--- config.mk ---
export PLATFORM = sky130hd
export DESIGN_NAME = pobieranie_rozkazu_flat
export DESIGN_NICKNAME = d
export VERILOG_FILES = /design/src/rtl/pobieranie_rozkazu_if.sv /design/src/rtl/pobieranie_rozkazu.sv /design/src/flat_wrapper.sv
export SDC_FILE = /design/constraint.sdc
export NUM_CORES = 1
export LEC_CHECK = 0
export ABC_CLOCK_PERIOD_IN_PS = 2400
export CORE_MARGIN = 5
export CORE_UTILIZATION = 50
export DETAILED_ROUTE_END_ITERATION = 10
export PLACE_DENSITY = 0.9
export SLEW_MARGIN = 20
export SYNTH_ARGS = -nofsm -noshare
export SYNTH_HDL_FRONTEND = slang
export SYNTH_SLANG_ARGS = --single-unit
export TNS_END_PERCENT = 30
--- constraint.sdc ---
create_clock -name clk -period 2.4 [get_ports clk]
set_input_delay 0.24 -clock clk [delete_from_list [all_inputs] [get_ports clk]]
set_output_delay 0.24 -clock clk [all_outputs]
set_load 0.02 [all_outputs]
--- src/rtl/pobieranie_rozkazu_if.sv ---
// Fetch-stage bundle: control from execute, the program ROM port, and the
// instruction register view that decode/execute consume.
interface pobieranie_rozkazu_if #(
    parameter int ADDR_WIDTH  = 8,
    parameter int DATA_WIDTH  = 16,
    parameter int STACK_DEPTH = 4
);
    localparam int DEPTH_W = $clog2(STACK_DEPTH + 1);

    // Handshake: there is no back-pressure on the output. instr is meaningful
    // only while instr_vld=1, and a redirect takes effect on the edge it is
    // sampled at. stall holds the whole stage but never masks a redirect.
    logic                  stall;
    logic                  jump_en;
    logic                  call_en;
    logic                  ret_en;
    logic [ADDR_WIDTH-1:0] target;
    logic [ADDR_WIDTH-1:0] rom_addr;
    logic [DATA_WIDTH-1:0] rom_data;
    logic [DATA_WIDTH-1:0] instr;
    logic [ADDR_WIDTH-1:0] instr_pc;
    logic                  instr_vld;
    logic [DEPTH_W-1:0]    stk_depth;
    logic                  stk_err;

    modport master (
        output stall, jump_en, call_en, ret_en, target, rom_data,
        input  rom_addr, instr, instr_pc, instr_vld, stk_depth, stk_err
    );

    modport slave (
        input  stall, jump_en, call_en, ret_en, target, rom_data,
        output rom_addr, instr, instr_pc, instr_vld, stk_depth, stk_err
    );
endinterface

--- src/rtl/pobieranie_rozkazu.sv ---
// Instruction fetch: PC, registered instruction, jump/call/return redirects
// and a small LIFO return-address stack with a sticky error flag.
module pobieranie_rozkazu #(
    parameter int ADDR_WIDTH  = 8,
    parameter int DATA_WIDTH  = 16,
    parameter int RESET_PC    = 0,
    parameter int STACK_DEPTH = 4
) (
    input  logic                   clk,
    input  logic                   rst,
    pobieranie_rozkazu_if.slave    bus
);
    localparam int DEPTH_W = $clog2(STACK_DEPTH + 1);
    localparam int PTR_W   = (STACK_DEPTH > 1) ? $clog2(STACK_DEPTH) : 1;

    localparam logic [ADDR_WIDTH-1:0] PC_RST = ADDR_WIDTH'(RESET_PC);
    localparam logic [DEPTH_W-1:0]    DEPTH_FULL = DEPTH_W'(STACK_DEPTH);

    logic [ADDR_WIDTH-1:0] pc_q, pc_d;
    logic [DATA_WIDTH-1:0] instr_q, instr_d;
    logic [ADDR_WIDTH-1:0] instr_pc_q, instr_pc_d;
    logic                  instr_vld_q, instr_vld_d;
    logic [DEPTH_W-1:0]    depth_q, depth_d;
    logic                  err_q, err_d;
    logic [ADDR_WIDTH-1:0] stk_q [STACK_DEPTH];
    logic [ADDR_WIDTH-1:0] stk_d [STACK_DEPTH];

    logic                  do_jump, do_call, try_ret, do_ret;
    logic                  stk_empty, stk_full;
    logic [PTR_W-1:0]      push_idx, pop_idx;
    logic [ADDR_WIDTH-1:0] pop_val;

    assign stk_empty = (depth_q == '0);
    assign stk_full  = (depth_q == DEPTH_FULL);
    assign push_idx  = PTR_W'(depth_q);
    assign pop_idx   = PTR_W'(depth_q - DEPTH_W'(1));
    assign pop_val   = stk_q[pop_idx];

    // Fixed priority jump > call > ret; a ret on an empty stack is not a redirect.
    assign do_jump = bus.jump_en;
    assign do_call = !bus.jump_en && bus.call_en;
    assign try_ret = !bus.jump_en && !bus.call_en && bus.ret_en;
    assign do_ret  = try_ret && !stk_empty;

    always_comb begin
        pc_d        = pc_q;
        instr_d     = instr_q;
        instr_pc_d  = instr_pc_q;
        instr_vld_d = instr_vld_q;
        depth_d     = depth_q;
        err_d       = err_q;
        for (int i = 0; i < STACK_DEPTH; i++) begin
            stk_d[i] = stk_q[i];
        end

        if (do_jump) begin
            pc_d        = bus.target;
            instr_vld_d = 1'b0;
        end else if (do_call) begin
            pc_d        = bus.target;
            instr_vld_d = 1'b0;
            if (stk_full) begin
                err_d = 1'b1;
            end else begin
                stk_d[push_idx] = instr_pc_q + ADDR_WIDTH'(1);
                depth_d         = depth_q + DEPTH_W'(1);
            end
        end else if (do_ret) begin
            pc_d        = pop_val;
            instr_vld_d = 1'b0;
            depth_d     = depth_q - DEPTH_W'(1);
        end else begin
            // Underflowing ret falls through to an ordinary fetch or stall.
            if (try_ret) begin
                err_d = 1'b1;
            end
            if (!bus.stall) begin
                instr_d     = bus.rom_data;
                instr_pc_d  = pc_q;
                instr_vld_d = 1'b1;
                pc_d        = pc_q + ADDR_WIDTH'(1);
            end
        end
    end

    always_ff @(posedge clk) begin
        if (rst) begin
            pc_q        <= PC_RST;
            instr_q     <= '0;
            instr_pc_q  <= '0;
            instr_vld_q <= 1'b0;
            depth_q     <= '0;
            err_q       <= 1'b0;
            for (int i = 0; i < STACK_DEPTH; i++) begin
                stk_q[i] <= '0;
            end
        end else begin
            pc_q        <= pc_d;
            instr_q     <= instr_d;
            instr_pc_q  <= instr_pc_d;
            instr_vld_q <= instr_vld_d;
            depth_q     <= depth_d;
            err_q       <= err_d;
            for (int i = 0; i < STACK_DEPTH; i++) begin
                stk_q[i] <= stk_d[i];
            end
        end
    end

    assign bus.rom_addr  = pc_q;
    assign bus.instr     = instr_q;
    assign bus.instr_pc  = instr_pc_q;
    assign bus.instr_vld = instr_vld_q;
    assign bus.stk_depth = depth_q;
    assign bus.stk_err   = err_q;
endmodule

--- src/flat_wrapper.sv ---
// flat-port wrapper written by rule: the top's interface ports become plain ports
module pobieranie_rozkazu_flat 
#(
    parameter int ADDR_WIDTH  = 8,
    parameter int DATA_WIDTH  = 16,
    parameter int RESET_PC    = 0,
    parameter int STACK_DEPTH = 4
)
  (clk, rst, bus_stall, bus_jump_en, bus_call_en, bus_ret_en, bus_target, bus_rom_data, bus_rom_addr, bus_instr, bus_instr_pc, bus_instr_vld, bus_stk_depth, bus_stk_err);
  pobieranie_rozkazu_if #(.ADDR_WIDTH(ADDR_WIDTH), .DATA_WIDTH(DATA_WIDTH), .STACK_DEPTH(STACK_DEPTH)) bus_i ();
  input  logic clk;
  input  logic rst;
  input wire logic [$bits(bus_i.stall)-1:0] bus_stall;
  input wire logic [$bits(bus_i.jump_en)-1:0] bus_jump_en;
  input wire logic [$bits(bus_i.call_en)-1:0] bus_call_en;
  input wire logic [$bits(bus_i.ret_en)-1:0] bus_ret_en;
  input wire logic [$bits(bus_i.target)-1:0] bus_target;
  input wire logic [$bits(bus_i.rom_data)-1:0] bus_rom_data;
  output wire logic [$bits(bus_i.rom_addr)-1:0] bus_rom_addr;
  output wire logic [$bits(bus_i.instr)-1:0] bus_instr;
  output wire logic [$bits(bus_i.instr_pc)-1:0] bus_instr_pc;
  output wire logic [$bits(bus_i.instr_vld)-1:0] bus_instr_vld;
  output wire logic [$bits(bus_i.stk_depth)-1:0] bus_stk_depth;
  output wire logic [$bits(bus_i.stk_err)-1:0] bus_stk_err;
  assign bus_i.stall = bus_stall;
  assign bus_i.jump_en = bus_jump_en;
  assign bus_i.call_en = bus_call_en;
  assign bus_i.ret_en = bus_ret_en;
  assign bus_i.target = bus_target;
  assign bus_i.rom_data = bus_rom_data;
  assign bus_rom_addr = bus_i.rom_addr;
  assign bus_instr = bus_i.instr;
  assign bus_instr_pc = bus_i.instr_pc;
  assign bus_instr_vld = bus_i.instr_vld;
  assign bus_stk_depth = bus_i.stk_depth;
  assign bus_stk_err = bus_i.stk_err;
  pobieranie_rozkazu #(.ADDR_WIDTH(ADDR_WIDTH), .DATA_WIDTH(DATA_WIDTH), .RESET_PC(RESET_PC), .STACK_DEPTH(STACK_DEPTH)) u_core (.clk(clk), .rst(rst), .bus(bus_i));
endmodule
# Word-level counts from Yosys, hierarchy flattened
# Memories as Yosys holds them, arrays and structs flattened.
# Cells that the tools add are included.
dict set report totals {
  regBits 37
  ram_bits 32
  input_bits 30
  out_inout_bits 37
  word_cells 66
  n_memories 1
}
dict set report op_classes {
  n_addsub 4
  order_cmp 2
  n_eq_ne 5
  muxes 24
  bitwise_logic 9
  n_reduce_logical 15
}
# name words word_bits read_ports rd_ports_with_merged_regs write_ports line_no
set memory_table {}
lappend memory_table {u_core.stk_q 4 8 5 0 4 pobieranie_rozkazu.sv:25} ;# logic [ADDR_WIDTH-1:0] stk_q [STACK_DEPTH];
# operator count
set op_table {}
lappend op_table {{$mux W32} 3}
lappend op_table {{$mux W8} 9}
lappend op_table {{$bwmux W32} 1}
lappend op_table {{$add A8 B1 Y8 const B} 2}
lappend op_table {{$demux W8 S2} 1}
lappend op_table {{$mux W3} 3}
lappend op_table {{$reduce_and A4 Y1} 2}
lappend op_table {{$mux W1} 7}
lappend op_table {{$logic_and A1 B1 Y1} 5}
lappend op_table {{$ne A2 B2 Y1 const B} 2}
lappend op_table {{$ne A4 B1 Y1 const B} 1}
lappend op_table {{$not A1 Y1} 4}
lappend op_table {{$or A1 B1 Y1} 4}
lappend op_table {{$reduce_bool A2 Y1} 2}
lappend op_table {{$reduce_or A4 Y1} 1}
lappend op_table {{$add A3 B1 Y3 const B} 1}
lappend op_table {{$eq A3 B3 Y1 const B} 1}
lappend op_table {{$ge A3 B3 Y1 const B} 1}
lappend op_table {{$logic_not A1 Y1} 3}
lappend op_table {{$logic_not A3 Y1} 1}
lappend op_table {{$lt A3 B1 Y1 const B} 1}
lappend op_table {{$not A2 Y3} 1}
lappend op_table {{$reduce_and A3 Y1} 1}
lappend op_table {{$sub A3 B1 Y3 const B} 1}
lappend op_table {{$ne A2 B1 Y1 const B} 1}

# Logic depth before layout (Yosys ltp)
# Gate-level depths: netlist of run 1.
dict set report logic_depth {
  ltp_word 10
  depth_mapped 10
}

# Worst setup path after synthesis of run 1
# No wires, ideal clock.
dict set report synth_timing {
  kind {register -> register}
  start {reg u_core.depth_q[0], in the netlist u_core.bus.stk_depth[0]}
  end {reg u_core.pc_q[7], in the netlist u_core.bus.rom_addr[7]}
  setup_time_ns 0.139
  arrival_time_ns 2.076
  required_time_ns 2.261
  setup_slack_ns 0.185
  stages_incl_launch_ff 10
  path_buffers 2
  period_less_slack_ns 2.215
  path_cell_list {dfxtp_1 buf_4 inv_1 ha_1 buf_4 mux4_2 nand3_1 nand3_1 o211ai_1 a221oi_1}
}
dict set report synth_via {
  word_cells_on_any_way 9
  cone_classes {add/sub: 1; eq/ne: 1; mux: 3; reduce/logical: 3; memory: 1}
}
# element line_no
set synth_rtl {}
lappend synth_rtl {{start: declaration} pobieranie_rozkazu.sv:23} ;# logic [DEPTH_W-1:0] depth_q, depth_d;
lappend synth_rtl {{start signal: assignment} pobieranie_rozkazu.sv:102} ;# depth_q <= depth_d;
lappend synth_rtl {{$sub A3 B1 Y3} pobieranie_rozkazu.sv:36} ;# assign pop_idx = PTR_W'(depth_q - DEPTH_W'(1));
lappend synth_rtl {{named net u_core.pop_idx[0]} pobieranie_rozkazu.sv:30} ;# logic [PTR_W-1:0] push_idx, pop_idx;
lappend synth_rtl {{$mem_v2 Z4 W8} n/a}
lappend synth_rtl {{$mux W8} pobieranie_rozkazu.sv:68} ;# end else if (do_ret) begin
lappend synth_rtl {{$mux W8} pobieranie_rozkazu.sv:59} ;# end else if (do_call) begin
lappend synth_rtl {{$mux W8} pobieranie_rozkazu.sv:56} ;# if (do_jump) begin
lappend synth_rtl {{end signal: assignment} pobieranie_rozkazu.sv:98} ;# pc_q <= pc_d;
lappend synth_rtl {{end: declaration} pobieranie_rozkazu.sv:19} ;# logic [ADDR_WIDTH-1:0] pc_q, pc_d;
# The timed path passes the listed nets, and every way through them passes these cells.
# A chain may end at the register's enable or synchronous reset.

# Worst setup path in the final report of run 1
dict set report layout_timing {
  start {reg u_core.depth_q[1], in the netlist u_core.bus.stk_depth[1]}
  end {reg u_core.instr_q[10], in the netlist u_core.bus.instr[10]}
}
dict set report layout_via {
  elab_chain_cells 5
}
# element line_no
set layout_rtl {}
lappend layout_rtl {{$logic_not A3 Y1} pobieranie_rozkazu.sv:33} ;# assign stk_empty = (depth_q == '0);
lappend layout_rtl {{$logic_not A1 Y1} pobieranie_rozkazu.sv:43} ;# assign do_ret = try_ret && !stk_empty;
lappend layout_rtl {{$logic_and A1 B1 Y1} pobieranie_rozkazu.sv:43}
lappend layout_rtl {{$not A1 Y1 (no source line)} n/a}
lappend layout_rtl {{$reduce_and A4 Y1 (no source line)} n/a}
lappend layout_rtl {{end signal: assignment} pobieranie_rozkazu.sv:99} ;# instr_q <= instr_d;
lappend layout_rtl {{end: declaration} pobieranie_rozkazu.sv:20} ;# logic [DATA_WIDTH-1:0] instr_q, instr_d;
# Every way passes these cells.

==> impl_metrics.ini, run 1 <==
[status]
status = complete, no violations

[job]
cap_violations = 0

[placed_design]
routabilityCongestion = 0.822
port_buffers = 66
dp_hpwl_um = 5400
post_dp_cell_area_um2 = 3780
dp_cells = 480

[routing]
dr_total_vias = 2742
wire_per_inst_um = 15.7
antenna_left = 0
route.detailed.drc = 0
wirelength_um = 7800
via_per_inst = 5.54
dr.pass1.iters = 7
drt_iter0_markers = 212

[cts]
h-tree-depth = 3
cts_resized = 0
cts_made_buffers = 9
clkSinkCount = 69
insertion_delay_ps = 340
hold_buffers = 0
clock-root-buffer = clkbuf_8
clock_path_buffers = 2
clkSlewWorstSetupHoldPaths_ps = 70
cts_tree = built
post_cts_buffers = 0

[setup_path]
rr_startpoint = u_core.bus.stk_depth[1]
cp.arrival_ps = 2300
crit_path_end_kind = register
critPathLaunchType = register
crit_path_end = u_core.bus.instr[10]
critPathMaxFanout = 20
crit_start = u_core.bus.stk_depth[1]
critical_path_class = register to register
required_ps = 2660
worst-r2r-setup-slack_ps = 370
r2r_cells = 8
r2r-end = u_core.bus.instr[10]

[floorplan]
ios = 67
die_h_um = 88.8
initial_core_util_pct = 51.8
coreArea_um2 = 5990
die-area_um2 = 7890
rows = 28
die_w_um = 88.8

[pwr]
power_leakage_nw = 1.38
vdd_drop_max_mv = 0.483
powerDensity_nw_per_um2 = 694

[final_layout]
n_antenna_cell = 0
finish.cell_count_without_fillers = 495
layout-drive-gt1-share_pct = 8.57
area_delta_synth_final_pct = 28.1
fin_util_pct = 66.4
finalNetCount = 453
fill_cells = 450
stdcell_area_um2 = 3980

[sta]
rsz0062_at_grt = false
fin_crit_sh_pct = 84.7
period_minus_slack_ps = 2030
relSlewSlack_pct = 59.9
fmax_mhz = 492
finalSetupViolations = 0
setup-tns-final_ps = 0
whs_ps = 272
worst_pin_slew_ps = 602
slew_viol_final = 0
fin_skew_ps = 3.74
finalHoldViolCount = 0

[synth]
synth-warning-count = 0
syn_inst = 356
yosysUniqueCellTypes = 40
synth.cell_area_um2 = 3110
synth_area_leaders = dfxtp_1 (44%), nand2_1 (6.5%), nor2_1 (6.4%)
yosysTopAreaCellShare_pct = 44.5
synth-seq-area-share_pct = 44.5
synth_nets = 393
ys_ff_latch = 69
yosysTopAreaCell = dfxtp_1
postSynthAreaPerCell_um2 = 8.72

[global_routing]
grt_max_degree = 54
grt_pass1_wl_um = 12600
gr-usage-all-layers_pct = 21.2
antenna_found_initial = 0
grt_pass1_vias = 2567
grt_overflow = 0

[min_path]
whs_path_depth = 2
hold_path_class = input port to register
## layout make-up
| type | count | area [µm²] | share of cell area (%) |
|---|---|---|---|
| clock inverter | 1 | 30.0 | 0.755 |
| timing repair buffer | 73 | 708 | 17.8 |
| clock buffer | 14 | 163 | 4.09 |
| sequential | 69 | 1380 | 34.7 |
| tap | 75 | 93.8 | 2.36 |
| multi-input combinational | 257 | 1580 | 39.7 |
| inverter | 6 | 22.5 | 0.566 |
## cell families after synthesis
| logic type | after synthesis | share of synthesized area [%] |
|---|---|---|
| compound gates | 83 | 16.9 |
| mux | 15 | 8.06 |
| flops | 69 | 44.5 |
| xor+xnor | 14 | 3.95 |
| simple gates | 138 | 18.9 |
| buf+inv | 30 | 4.83 |
| fa+ha+maj | 7 | 2.82 |
## through the flow
stage          power, W  worst slack [ps]
2_1_floorplan   0.00164               185
3_3_place_gp    0.00182               323
3_5_place_dp    0.00184               216
4_1_cts         0.00278               134
5_1_grt         0.00291               135
6_report        0.00276               367
## state kept, by name (all words and copies together), names as in the netlist
| signal | count |
|---|---|
| u_core.bus.instr_pc | 8 |
| u_core.bus.rom_addr | 8 |
| u_core.bus.stk_err | 1 |
| u_core.bus.instr_vld | 1 |
| u_core.bus.instr | 16 |
| u_core.stk_q | 32 |
| u_core.bus.stk_depth | 3 |
## routing by layer
metal  GRT usage [%]  vias to the layer above  wire length (µm)
met1            26.0                     1271              3200
met5               0                        -                 0
met2            33.1                       97              3770
li1                -                     1351                 -
met3            5.40                       23               544
met4            13.2                        0               285
## cells in the final DEF (no fill, tap or decap), types with 8 or more instances in the layout
| cell type | count |
|---|---|
| a211oi_1 | 26 |
| a21oi_1 | 31 |
| clkbuf_8 | 11 |
| clkdlybuf4s50_1 | 65 |
| dfxtp_1 | 69 |
| mux4_2 | 8 |
| nand2_1 | 54 |
| nand3_1 | 10 |
| nor2_1 | 53 |
| o21ai_0 | 9 |
## worst max-delay path: stages, from the launching register on
cell and delay [ps]:
dfxtp_1 380, inv_1 100, ha_1 260, nor2b_1 190, o21ai_2 300, or2_1 240
buf_4 260, nand2_1 80, a21oi_1 150
## power by group
| part | internal [W] | switching, W |
|---|---|---|
| Clock | 0.000533 | 0.000404 |
| Sequential | 0.00121 | 0.0000574 |
| Combinational | 0.000253 | 0.000301 |
## synthesized netlist by cell type, drive strengths merged
library cell  count
a211oi           26
a21o              1
a21oi            33
a221oi            1
a2bb2oi           1
a31oi             2
and2              3
and3              2
and4b             1
buf              15
clkbuf            9
dfxtp            69
ha                7
inv               6
mux2i             7
mux4              8
nand2            54
nand2b            3
nand3            10
nor2             56
nor2b             2
nor3              2
nor3b             1
o211ai            2
o21ai            10
o21bai            2
o221ai            1
o22ai             3
o32ai             1
or2               3
or3               1
xnor2             7
xor2              7
## how the worst min path moves through the flow
| stage | start | to | slack, ps |
|---|---|---|---|
| floorplan | bus_rom_data[10] | u_core.bus.instr[10] | 380 |
| global placement | u_core.bus.instr[4] | u_core.bus.instr[4] | 440 |
| detailed placement | u_core.bus.instr[15] | u_core.bus.instr[15] | 450 |
| CTS | rst | u_core.bus.stk_depth[1] | 260 |
| global route | rst | u_core.stk_q[2][0] | 270 |
| finish | rst | u_core.bus.stk_depth[2] | 270 |
(Power assumes the default switching activity.)
==> run 2, diff against run 1 <==
ABC_CLOCK_PERIOD_IN_PS = 2100   (was 2400)
clock period = 2.1 ns   (was 2.4 ns; I/O delays follow)
==> impl_metrics.ini, run 2 (synthesis gave the netlist of run 1 again) <==
[status]
status = complete, no violations

[cts]
insertion_delay_ps = 350
h-tree-depth = 3
clkSinkCount = 69
cts_made_buffers = 9
cts_tree = built
clock-root-buffer = clkbuf_8
post_cts_buffers = 0
clock_path_buffers = 2
clkSlewWorstSetupHoldPaths_ps = 70

[floorplan]
die_h_um = 88.8
rows = 28
die_w_um = 88.8
ios = 67
die-area_um2 = 7890
coreArea_um2 = 5990
initial_core_util_pct = 51.8

[sta]
slew_viol_final = 0
relSlewSlack_pct = 70.4
fin_skew_ps = 5.83
setup-tns-final_ps = 0
finalHoldViolCount = 0
rsz0062_at_grt = false
fmax_mhz = 520
worst_pin_slew_ps = 445
period_minus_slack_ps = 1920
whs_ps = 216
finalSetupViolations = 0
fin_crit_sh_pct = 91.5

[pwr]
p_int_w = 0.00234
vdd_drop_max_mv = 0.504
power_leakage_nw = 1.43
switchingPower_w = 0.000911
p_comb_share_pct = 20.6
p_seq_share_pct = 44.5
clkPwrFrac_pct = 34.9
swShare_pct = 28.0
powerDensity_nw_per_um2 = 794

[final_layout]
n_antenna_cell = 0
largest_reg_flops = 32
top_register = u_core.stk_q
fin_util_pct = 68.4
finish.cell_count_without_fillers = 503
mostFrequentLayoutCells = dfxtp_1 (68), clkdlybuf4s50_1 (65), nand2_1 (54)
layout-drive-gt1-share_pct = 11.7
area_delta_synth_final_pct = 32.0
mostFrequentLayoutCell = dfxtp_1
finalNetCount = 460

[global_routing]
grt_overflow = 0
antenna_found_initial = 0
grt_max_degree = 56
grt_pass1_vias = 2701
grt_pass1_wl_um = 12800
gr-usage-all-layers_pct = 21.2

[routing]
dr.pass1.iters = 5
via_per_inst = 5.59
dr_total_vias = 2810
route.detailed.drc = 0
wirelength_um = 7960
drt_iter0_markers = 243
antenna_left = 0
wire_per_inst_um = 15.8

[job]
cap_violations = 0

[placed_design]
routabilityCongestion = 0.844
port_buffers = 66
dp_cells = 487
dp_hpwl_um = 5600

[setup_path]
cp.arrival_ps = 2200
crit_path_end_kind = register
required_ps = 2370
critical_path_class = register to register
critPathMaxFanout = 19
critPathLaunchType = register

[min_path]
hold_path_class = input port to register
## run 2: area by class of cell
cell class | count | area, µm²
clock buffer | 13 | 169
clock inverter | 3 | 42.5
fill | 424 | 1890
inverter | 6 | 22.5
multi-input combinational | 257 | 1590
sequential | 69 | 1380
tap | 75 | 93.8
timing repair buffer | 80 | 798
## run 2: worst paths after layout
check / startpoint / endpoint / slack [ps] / cells past startpoint
max: u_core.bus.stk_depth[1] / u_core.bus.instr_pc[1] / 180 / 9
min: rst / u_core.bus.stk_err / 220 / 2
max reg2reg: u_core.bus.stk_depth[1] / u_core.bus.instr_pc[1] / 180 / 9
min reg2reg: u_core.bus.instr[11] / u_core.bus.instr[11] / 460 / 2
## run 2: worst max-delay path, stage by stage (launching register included)
cell,delay (ps)
dfxtp_1,340
inv_1,160
ha_4,150
nor2b_1,250
o21ai_2,110
buf_4,160
nor2_2,260
buf_12,190
nand2_1,70
a21oi_1,160
## run 2: routing by layer
| metal | global-route usage [%] | share of wire [%] |
|---|---|---|
| met1 | 26.1 | 40 |
| met2 | 34.3 | 49 |
| met3 | 6.24 | 8.1 |
| met4 | 9.20 | 2.7 |
| met5 | 0 | 0 |
## run 2: power groups by stage
stage / clock, W / sequential, W / combinational, W
floorplan: 0 / 0.00151 / 0.000361
global placement: 0 / 0.00147 / 0.000635
detailed placement: 0 / 0.00148 / 0.000652
CTS: 0.00115 / 0.00145 / 0.000657
global route: 0.00121 / 0.00146 / 0.000733
finish: 0.00114 / 0.00145 / 0.000669
## run 2: stage by stage
stage	setup WS [ps]	total power, W	cell area [µm²]
2_1_floorplan	35.2	0.00188	3110
3_3_place_gp	166	0.00211	3870
3_5_place_dp	52.6	0.00213	3870
4_1_cts	32.9	0.00325	4080
5_1_grt	59.6	0.00340	4100
6_report	179	0.00326	4100
## run 2: repair_timing
item / 4_1_cts / 5_1_grt
resized for setup: 0 / 3
setup endpoints to repair: 0 / 25
hold buffers: 0 / 0
==> run 3, diff against run 2 <==
ABC_CLOCK_PERIOD_IN_PS = 1600   (was 2100)
CORE_ASPECT_RATIO = 2   (was default)
CORE_UTILIZATION = 46   (was 50)
PLACE_DENSITY = 0.87   (was 0.9)
clock period = 1.6 ns   (was 2.1 ns; I/O delays follow)
==> impl_metrics.ini, run 3 (synthesis gave the netlist of run 1 again) <==
[floorplan]
coreArea_um2 = 6620
ios = 67
rows = 42
die_h_um = 126
die_w_um = 68.1
die-area_um2 = 8590
initial_core_util_pct = 46.9

[job]
cap_violations = 0

[min_path]
whs_path_depth = 2
hold_path_class = input port to register

[placed_design]
port_buffers = 66
dp_hpwl_um = 6340
routabilityCongestion = 0.830

[routing]
antenna_left = 0
dr_total_vias = 3192
wirelength_um = 10900
route.detailed.drc = 0
wire_per_inst_um = 20.0
drt_iter0_markers = 314
via_per_inst = 5.85
dr.pass1.iters = 5

[cts]
clkSinkCount = 69
cts_made_buffers = 9
cts_tree = built
hold_buffers = 0
insertion_delay_ps = 340
clkSlewWorstSetupHoldPaths_ps = 50
clock-root-buffer = clkbuf_16
clock_path_buffers = 2
h-tree-depth = 3

[final_layout]
mostFrequentLayoutCell = dfxtp_1
n_antenna_cell = 0
seqCellArea_um2 = 1390
mostFrequentLayoutCells = dfxtp_1 (65), nor2_1 (52), clkdlybuf4s50_1 (52)
multi_input_area_um2 = 1790
largest_reg_flops = 32
fill_cells = 446
layout-drive-gt1-share_pct = 26.9
area_delta_synth_final_pct = 54.6
finalNetCount = 490
top_register = u_core.stk_q

[pwr]
power_leakage_nw = 1.85
p_total_w = 0.00539
powerDensity_nw_per_um2 = 1120
vdd_drop_max_mv = 0.879

[sta]
fin_skew_ps = 7.33
fin_crit_sh_pct = 112
rsz0062_at_grt = true
setup-tns-final_ps = -987
slew_viol_final = 0
fmax_mhz = 560
period_minus_slack_ps = 1790
finalHoldViolCount = 0
relSlewSlack_pct = 66.5
worst_pin_slew_ps = 502
setup_ws_ps = -186
finalSetupViolations = 27

[global_routing]
grt_pass1_wl_um = 15000
grt_overflow = 0
grt_max_degree = 35
antenna_found_initial = 0
grt_pass1_vias = 3143
gr-usage-all-layers_pct = 23.3

[status]
violations = setup timing
status = complete, but fails checks

[setup_path]
crit_path_end_kind = register
critPathLaunchType = register
cpMaxStageDelayCell = mux4_2
critPathMaxFanout = 4
cpMostUsedCell = nand3_2
path_cells = inv_8 > ha_4 > mux4_2 > nand3_2 > nand3_2 > o211ai_1 > a221oi_2
r2r_cells = 7
crit_path_max_incr_delay_ps = 550
cp.arrival_ps = 1980
required_ps = 1790
crit_buf_inv = 1
critical_path_class = register to register
cp.depth = 7
cp_top_family = multiplexers
run 3: cell count changes in the layout (fill, tap and decap cells not counted), moves of 9 or more:
cell             before  now
buf_4                11   28
clkbuf_16             0   12
clkdlybuf4s50_1      65   52
clkbuf_8             12    1
nand2_1              54   45
run 3: power breakdown:
group          total (W)  switching [W]  internal (W)
clock            0.00223       0.000730       0.00150
sequential       0.00191      0.0000930       0.00182
combinational    0.00124       0.000632      0.000610
run 3: final timing paths:
| path | start | to | slack [ps] |
|---|---|---|---|
| setup / recovery | u_core.bus.stk_depth[0] | u_core.bus.rom_addr[7] | -190 |
| hold / removal | rst | u_core.bus.stk_err | 280 |
| setup reg to reg | u_core.bus.stk_depth[0] | u_core.bus.rom_addr[7] | -190 |
| hold reg to reg | u_core.bus.instr[5] | u_core.bus.instr[5] | 460 |
run 3: final cells by class:
type	instances	share of cell area, %
Multi-Input combinational cell	258	37.3
Sequential cell	69	28.9
Timing Repair Buffer	109	23.8
Clock buffer	13	5.66
Tap cell	88	2.29
Clock inverter	3	1.36
Inverter	6	0.625
run 3: routing by layer:
metal  track usage, %  wire (µm)  vias to the layer above
met5                0          0                        -
met4             17.1        744                        0
met3             6.51        685                       52
met2             39.0       5720                      176
met1             23.3       3760                     1540
li1                 -          -                     1424
run 3: per-stage QoR:
step                setup slack [ps]  area [µm²]  util [%]  hold WS (ps)  instances
floorplan                       -306        3160         -           296        356
global placement                -253        4090      61.8           443        519
detailed placement              -305        4090      61.8           447        519
CTS                             -137        4490      67.8           249        537
global route                    -223        4800      72.5           302        546
finish                          -186        4800      72.5           281        546
run 3: timing repair:
action / CTS / global route
endpoints found under the setup margin: 39 / 63
hold endpoints to repair: 0 / 0
gates resized for setup: 23 / 49
setup buffers: 1 / 6
gates cloned: 1 / 3
pin swaps: 3 / 14
